[config.mk]
export PLATFORM = sky130hd
export DESIGN_NAME = fetch_stage
export DESIGN_NICKNAME = d
export VERILOG_FILES = /design/src/rtl/fetch_stage.sv
export SDC_FILE = /design/constraint.sdc
export NUM_CORES = 1
export LEC_CHECK = 0
export CAP_MARGIN = 20
export CORE_ASPECT_RATIO = 1.5
export CORE_MARGIN = 2
export CORE_UTILIZATION = 37
export DETAILED_ROUTE_END_ITERATION = 10
export GPL_ROUTABILITY_DRIVEN = 0
export PLACE_DENSITY = 0.7
export SLEW_MARGIN = 20
export SYNTH_ARGS = -nofsm -noshare
export SYNTH_HDL_FRONTEND = slang
export SYNTH_SLANG_ARGS = --single-unit
export TNS_END_PERCENT = 50
[constraint.sdc]
create_clock -name clk -period 2.9 [get_ports clk]
set_input_delay 0.435 -clock clk [delete_from_list [all_inputs] [get_ports clk]]
set_output_delay 0.435 -clock clk [all_outputs]
set_load 0.02 [all_outputs]
[src/rtl/fetch_stage.sv]
// fetch_stage: instruction fetch with PC register and IF/ID pipeline latch.
//   clk               : clock, all state updates on the rising edge
//   rst               : synchronous active-high reset
//   global_stall      : memory-not-ready stall, freezes every register
//   hazard_freeze     : data-hazard stall, holds PC, IF/ID and fetch_count
//   branch_taken      : redirect PC to branch_addr and flush IF/ID
//   branch_addr       : branch target byte address (word-aligned on load)
//   instruction       : instruction-memory read data for pc_out
//   pc_out            : PC register, drives instruction-memory address
//   if_id_pc          : PC + PC_STEP of the instruction held in IF/ID
//   if_id_instruction : instruction word held in IF/ID
//   if_id_valid       : IF/ID holds a real, unflushed instruction
//   fetch_count       : number of instructions accepted into IF/ID
module fetch_stage #(
  parameter logic [31:0] RESET_PC = 32'd0,
  parameter logic [31:0] PC_STEP  = 32'd4
) (
  input  logic        clk,
  input  logic        rst,
  input  logic        global_stall,
  input  logic        hazard_freeze,
  input  logic        branch_taken,
  input  logic [31:0] branch_addr,
  input  logic [31:0] instruction,
  output logic [31:0] pc_out,
  output logic [31:0] if_id_pc,
  output logic [31:0] if_id_instruction,
  output logic        if_id_valid,
  output logic [31:0] fetch_count
);

  localparam int unsigned XLEN = 32;

  logic [XLEN-1:0] pc_q;
  logic [XLEN-1:0] if_pc_q;
  logic [XLEN-1:0] if_instr_q;
  logic            if_valid_q;
  logic [XLEN-1:0] count_q;

  logic [XLEN-1:0] pc_d;
  logic [XLEN-1:0] if_pc_d;
  logic [XLEN-1:0] if_instr_d;
  logic            if_valid_d;
  logic [XLEN-1:0] count_d;
  logic [XLEN-1:0] pc_seq;

  // Sequential PC; 32-bit modulo arithmetic wraps silently
  assign pc_seq = XLEN'(pc_q + PC_STEP);

  // Next-state selection: global_stall > branch_taken > hazard_freeze > advance
  always_comb begin
    pc_d       = pc_q;
    if_pc_d    = if_pc_q;
    if_instr_d = if_instr_q;
    if_valid_d = if_valid_q;
    count_d    = count_q;
    if (global_stall) begin
      // hold everything, including a branch the environment keeps asserted
    end else if (branch_taken) begin
      pc_d       = {branch_addr[XLEN-1:2], 2'b00};
      if_pc_d    = '0;
      if_instr_d = '0;
      if_valid_d = 1'b0;
    end else if (hazard_freeze) begin
      // hold PC, IF/ID and count
    end else begin
      pc_d       = pc_seq;
      if_pc_d    = pc_seq;
      if_instr_d = instruction;
      if_valid_d = 1'b1;
      count_d    = XLEN'(count_q + XLEN'(1));
    end
  end

  // State registers with synchronous reset overriding all other controls
  always_ff @(posedge clk) begin
    if (rst) begin
      pc_q       <= RESET_PC;
      if_pc_q    <= '0;
      if_instr_q <= '0;
      if_valid_q <= 1'b0;
      count_q    <= '0;
    end else begin
      pc_q       <= pc_d;
      if_pc_q    <= if_pc_d;
      if_instr_q <= if_instr_d;
      if_valid_q <= if_valid_d;
      count_q    <= count_d;
    end
  end

  assign pc_out            = pc_q;
  assign if_id_pc          = if_pc_q;
  assign if_id_instruction = if_instr_q;
  assign if_id_valid       = if_valid_q;
  assign fetch_count       = count_q;

endmodule

==> reports/results.tsv, run 1 <==
stage	metric	value	unit
outcome	status	finished, final reports clean	
floorplanning	# rows	55	
clock_network	H-tree depth	4	
layout	Area Overhead vs Synth	47.5	%
route	DR vias/cell	5.26	
sta	Max Slew Vio Count	0	
route	Post-route DRC	0	
logic_synthesis	post-synth top area share	44.1	%
setup_path	reg2reg start	pc_out[2]$_SDFFE_PP0N_	
grt	first-pass GRT wire length	27.5	mm
setup_path	crit path launch type	register	
logic_synthesis	Cells after Synth	685	
setup_path	r2r setup slk	520	ps
sta	Setup TNS Final	0	ps
clock_network	Clk Latency, worst-skew pair	420	ps
clock_network	hold_buf cts	0	
logic_synthesis	Synth Cell Area	5720	um2
power_and_ir_drop	VDD IR-drop max	0.380	mV
logic_synthesis	Yosys cell types	48	
logic_synthesis	largest cells by area after synthesis	dfxtp_1 44%, a22oi_1 6.6%, nor2_1 6.5%	
logic_synthesis	Post-synth EDFFs	0	
layout	layout cells sized above 1	7.56	%
setup_path	Setup Crit Path Kind	register to register	
logic_synthesis	ys async rst share	0	%
route	total number of vias	5646	
sta	min Tclk post-route	2380	ps
layout	NumNets Final	931	
setup_path	R2R depth	6	
grt	vias in the first global route	5182	
sta	final setup fails	0	
setup_path	RR Endpoint	pc_out[30]$_SDFFE_PP0N_	
clock_network	Sink Count	126	
power_and_ir_drop	Comb pwr share	10.7	%
logic_synthesis	synthesis-stage register bit count	126	
grt	antenna violations before repair	0	
power_and_ir_drop	sw frac	25.7	%
clock_network	Longest Clk Path Bufs	2	
sta	Final WS setup	523	ps
grt	largest net degree at the start of global routing	45	
floorplanning	CORE AREA	15100	um2
floorplanning	io pins	198	
clock_network	setup bufs post-CTS	0	
logic_synthesis	post-synthesis sequential area ratio	44.1	%
floorplanning	overall die height	156	um
power_and_ir_drop	Clk pwr share	48.4	%
route	final WL	17.6	mm
route	drt initial violations	276	
sta	Worst Tran Pin Value	714	ps
flow_run	MaxCap Viol Count	0	
layout	Final Core Density	55.7	%
layout	multi-input logic area	2950	um2
grt	total track usage	21.1	%
floorplanning	die area	16500	um2
min_path	Worst Hold End	if_id_pc[31]$_SDFFE_PP0N_	
power_and_ir_drop	internal power	0.00334	W
sta	clock skew	13.4	ps
setup_path	Req. time, crit path	3250	ps
placed_design	Buffers on Ports	193	
floorplanning	die width	106	um
min_path	Hold Startpoint	if_id_pc[31]$_SDFFE_PP0N_	
sta	fin crit share	82.0	%
sta	RSZ-0062 raised after global routing	no	
logic_synthesis	Yosys top cell by area	dfxtp_1	
placed_design	DP HPWL	12.4	mm
floorplanning	Initial Utilization	37.8	%
layout	register area	2520	um2
logic_synthesis	most frequent cell after synthesis	dfxtp_1	
clock_network	CTS Root Cell	clkbuf_16	
logic_synthesis	Ys Warns	0	
power_and_ir_drop	sequential power share	41.0	%
logic_synthesis	Mean Syn Cell Area	8.35	um2
clock_network	total CTS buffers	17	
logic_synthesis	synth cell count leaders	126 x dfxtp_1, 99 x nor2_1, 67 x nand2_1, 50 x a22oi_1, 48 x clkbuf_1	
sta	fmax	421	MHz
setup_path	CP endpoint kind	register	
route	Wirelength per Cell	16.4	um
sta	Worst slew margin	52.0	%
min_path	Hold Path Cell Cnt	2	
min_path	worst min path class	register to register	
clock_network	Worst-path clk slew	60	ps
clock_network	CTS resizes	0	
route	Antenna Nets Post-Route	0	
sta	final hold vios	0	
route	router iterations before antenna repair	6	
clock_network	CTS tree	done	
power_and_ir_drop	Sw Pwr	0.00115	W
setup_path	Crit Path Max Fanout	7	
layout	fill count	1420	
grt	grt total ovfl	0	
logic_synthesis	ys flop type	dfxtp_1	
power_and_ir_drop	Pwr Density	533	nW/um2
setup_path	crit path DAT	2730	ps
power_and_ir_drop	leak pwr	2.93	nW
placed_design	Place WS	281	ps
per-layer routing:
| metal | routed length [um] | GRT usage [%] | part of all wire [%] |
|---|---|---|---|
| met4 | 450 | 9.09 | 2.6 |
| met1 | 7170 | 25.3 | 41 |
| met5 | 0 | 0 | 0 |
| met2 | 8840 | 35.5 | 50 |
| met3 | 1170 | 5.54 | 6.6 |
metrics by stage:
stage,total power [W],cell area (um2),cells,hold WS (ps)
floorplan,0.00211,5720,686,531
global placement,0.00235,7830,1040,434
detailed placement,0.00236,7830,1040,442
CTS,0.00453,8430,1072,455
global route,0.00466,8430,1072,478
finish,0.00450,8440,1073,448
area by class of cell:
cell class	count	area share, %
Clock buffer	19	5.37
Sequential cell	126	29.9
Clock inverter	13	1.82
Antenna cell	1	0.0297
Timing Repair Buffer	214	24.7
Tap cell	199	2.95
Inverter	5	0.222
Multi-Input combinational cell	496	35.0
how the worst max path moves through the flow:
stage                                 startpoint                            to  slack, ps  cells after the start
after floorplan                    hazard_freeze  fetch_count[31]$_SDFFE_PP0P_        750                      7
after global placement              branch_taken  fetch_count[13]$_SDFFE_PP0P_        300                      6
after detailed placement            branch_taken  fetch_count[13]$_SDFFE_PP0P_        280                      6
after CTS                 pc_out[2]$_SDFFE_PP0N_       pc_out[30]$_SDFFE_PP0N_        550                      6
after global routing      pc_out[2]$_SDFFE_PP0N_       pc_out[30]$_SDFFE_PP0N_        430                      6
final                     pc_out[2]$_SDFFE_PP0N_       pc_out[30]$_SDFFE_PP0N_        520                      6
logic make-up after synthesis:
group           count (synthesis)  synth area share [%]
other cells                     1                0.0656
simple gates                  286                  24.7
compound gates                141                  15.8
buf+inv                        64                  4.70
fa+ha+maj                       2                 0.437
flops                         126                  44.1
xor+xnor                       57                  8.73
mux                             8                  1.42
worst max-delay path, stage by stage, from the launching register on:
cell,delay [ps]
dfxtp_1,420
ha_1,280
and2_1,370
nand4_1,340
nor3_1,460
mux2_2,380
nor2_1,70
state kept, by name, indices dropped and copies added, names as in the netlist:
| signal | cells |
|---|---|
| if_id_valid | 1 |
| if_id_instruction | 32 |
| if_id_pc | 31 |
| pc_out | 30 |
| fetch_count | 32 |
placed cells by master (no fill, tap or decap), types with 22 or more instances in the layout:
master and n:
xnor2_1 22, o21ai_0 30, a21oi_1 26, a22oi_1 50, xor2_1 35, clkdlybuf4s50_1 192
dfxtp_1 126, nand4_1 26, nor2_1 98, nand2_1 67, buf_4 22
power by group through the flow:
| stage | Combinational [W] | Clock, W | Sequential [W] |
|---|---|---|---|
| CTS | 0.000481 | 0.00221 | 0.00184 |
| detailed placement | 0.000479 | 0 | 0.00188 |
| global placement | 0.000476 | 0 | 0.00188 |
| floorplan | 0.000199 | 0 | 0.00191 |
| finish | 0.000479 | 0.00218 | 0.00184 |
| global route | 0.000517 | 0.00230 | 0.00185 |
Note: power is estimated with default switching activity, not from simulation.
==> run 2, diff against run 1 <==
clock period = 2.21 ns   (was 2.9 ns; I/O delays follow)
==> run 2 against run 1 <==
  * Clock skew decreased by 5.0 ps
  * Count of clock-buffer cells in the layout shrank 1
  * First-iteration DRC count up 11%
  * Sequential power is 30% higher
  * Design area up 3.8%
  * Critical path type unchanged
  * Largest cell class unchanged
==> reports/results.tsv, run 2 (synthesis results as in run 1) <==
stage	metric	value	unit
outcome	status	finished, final reports clean	
clock_network	Longest Clk Path Bufs	2	
sta	fmax	493	MHz
layout	Final Core Density	57.8	%
layout	number of diodes	0	
sta	fin crit share	91.8	%
setup_path	Setup Crit Path Kind	register to register	
route	Antenna Nets Post-Route	0	
sta	Worst Tran Pin Value	487	ps
layout	most frequent cells in the layout	192 x clkdlybuf4s50_1, 126 x dfxtp_1, 98 x nor2_1	
sta	Max Slew Vio Count	0	
grt	grt total ovfl	0	
grt	vias in the first global route	5522	
layout	NumNets Final	965	
grt	grt met3 use	6.08	%
placed_design	Buffers on Ports	193	
clock_network	CTS Root Cell	clkbuf_16	
sta	clock skew	8.42	ps
min_path	Hold Startpoint	rst	
floorplanning	die area	16500	um2
setup_path	reg2reg start	pc_out[5]$_SDFFE_PP0N_	
setup_path	crit path DAT	2300	ps
layout	layout cells sized above 1	10.9	%
route	total number of vias	5777	
layout	Area Overhead vs Synth	53.1	%
sta	final setup fails	0	
power_and_ir_drop	Pwr Density	687	nW/um2
setup_path	crit-path cells	and4_1 -> nand4_1 -> or3_1 -> a31oi_1 -> o32ai_1	
grt	first-pass GRT wire length	28.2	mm
clock_network	CTS tree	done	
clock_network	hold_buf cts	0	
setup_path	CP bufs+invs	0	
setup_path	Top delay family on crit path	simple AND/OR/NAND/NOR gates	
floorplanning	Initial Utilization	37.8	%
floorplanning	die width	106	um
layout	fill count	1378	
grt	grt met1 use	24.7	%
clock_network	H-tree depth	4	
setup_path	CP endpoint kind	register	
floorplanning	CORE AREA	15100	um2
grt	largest net degree at the start of global routing	46	
clock_network	total CTS buffers	17	
grt	antenna violations before repair	0	
flow_run	MaxCap Viol Count	0	
route	DR vias/cell	5.22	
route	Post-route DRC	0	
setup_path	R2R depth	5	
route	router iterations before antenna repair	5	
clock_network	Worst-path clk slew	60	ps
placed_design	DP HPWL	13.0	mm
sta	final hold vios	0	
floorplanning	# rows	55	
setup_path	Req. time, crit path	2480	ps
grt	total track usage	21.4	%
power_and_ir_drop	leak pwr	3.13	nW
sta	min Tclk post-route	2030	ps
sta	Setup TNS Final	0	ps
power_and_ir_drop	VDD IR-drop max	0.495	mV
layout	commonest non-fill, non-tap cell in the layout	clkdlybuf4s50_1	
sta	RSZ-0062 raised after global routing	no	
placed_design	placed cell area	8150	um2
clock_network	Sink Count	126	
grt	Top Usage Layer GRT	met2	
sta	Worst slew margin	67.3	%
setup_path	RR Endpoint	pc_out[24]$_SDFFE_PP0N_	
placed_design	dpl cells	1074	
floorplanning	overall die height	156	um
min_path	Worst Hold End	pc_out[14]$_SDFFE_PP0N_	
layout	Finished Layout Cells	1106	
floorplanning	io pins	198	
clock_network	Clk Latency, worst-skew pair	420	ps
clock_network	CTS resizes	0	
min_path	Hold Path Cell Cnt	2	
route	Wirelength per Cell	16.3	um
route	drt initial violations	306	
min_path	worst min path class	primary input to register	
setup_path	Crit Path Max Fanout	6	
setup_path	Worst path max stage delay	510	ps
grt	M2 GR Usage	36.7	%
setup_path	r2r setup slk	180	ps
route	final WL	18.0	mm
setup_path	CP max-delay cell	or3_1	
setup_path	crit path launch type	register	
layout	final instance area	8750	um2
clock_network	setup bufs post-CTS	0	
-- run 2: routing by layer --
layer / up-vias / wire length [um]
met5: - / 0
met3: 38 / 1150
li1: 2835 / -
met1: 2709 / 7220
met4: 0 / 583
met2: 195 / 9020
-- run 2: how the worst max path moves through the flow --
| stage | endpoint | cells past startpoint | start |
|---|---|---|---|
| floorplan | pc_out[19]$_SDFFE_PP0N_ | 5 | pc_out[16]$_SDFFE_PP0N_ |
| global placement | fetch_count[31]$_SDFFE_PP0P_ | 7 | branch_taken |
| detailed placement | fetch_count[31]$_SDFFE_PP0P_ | 7 | branch_taken |
| CTS | pc_out[24]$_SDFFE_PP0N_ | 5 | pc_out[5]$_SDFFE_PP0N_ |
| global route | pc_out[28]$_SDFFE_PP0N_ | 6 | pc_out[2]$_SDFFE_PP0N_ |
| finish | pc_out[24]$_SDFFE_PP0N_ | 5 | pc_out[5]$_SDFFE_PP0N_ |
-- run 2: layout make-up --
class	count	area, um2	area share, %
inverters	5	18.8	0.214
flip-flops and latches	126	2520	28.8
repair buffers	248	2400	27.5
clock buffers	18	429	4.90
well taps	199	249	2.84
clock inverters	14	180	2.06
multi-input cells	496	2950	33.7
-- run 2: power breakdown --
part	internal (W)	switching [W]	leakage [nW]
sequential	0.00233	0.0000632	1.02
clock	0.00180	0.00112	0.293
combinational	0.000350	0.000351	1.81
total	0.00448	0.00154	3.13
-- run 2: per-stage QoR --
| stage | setup slack (ps) | hold slack (ps) | total power (W) |
|---|---|---|---|
| 2_1_floorplan | 107 | 480 | 0.00276 |
| 3_3_place_gp | -67.2 | 435 | 0.00314 |
| 3_5_place_dp | -92.8 | 446 | 0.00314 |
| 4_1_cts | 167 | 355 | 0.00606 |
| 5_1_grt | 54.3 | 368 | 0.00622 |
| 6_report | 181 | 369 | 0.00602 |
==> run 3, diff against run 2 <==
ABC_CLOCK_PERIOD_IN_PS = 2210   (was default)
==> results of run 3 <==
Final layout, timing and power as in run 2 (identical DEF).
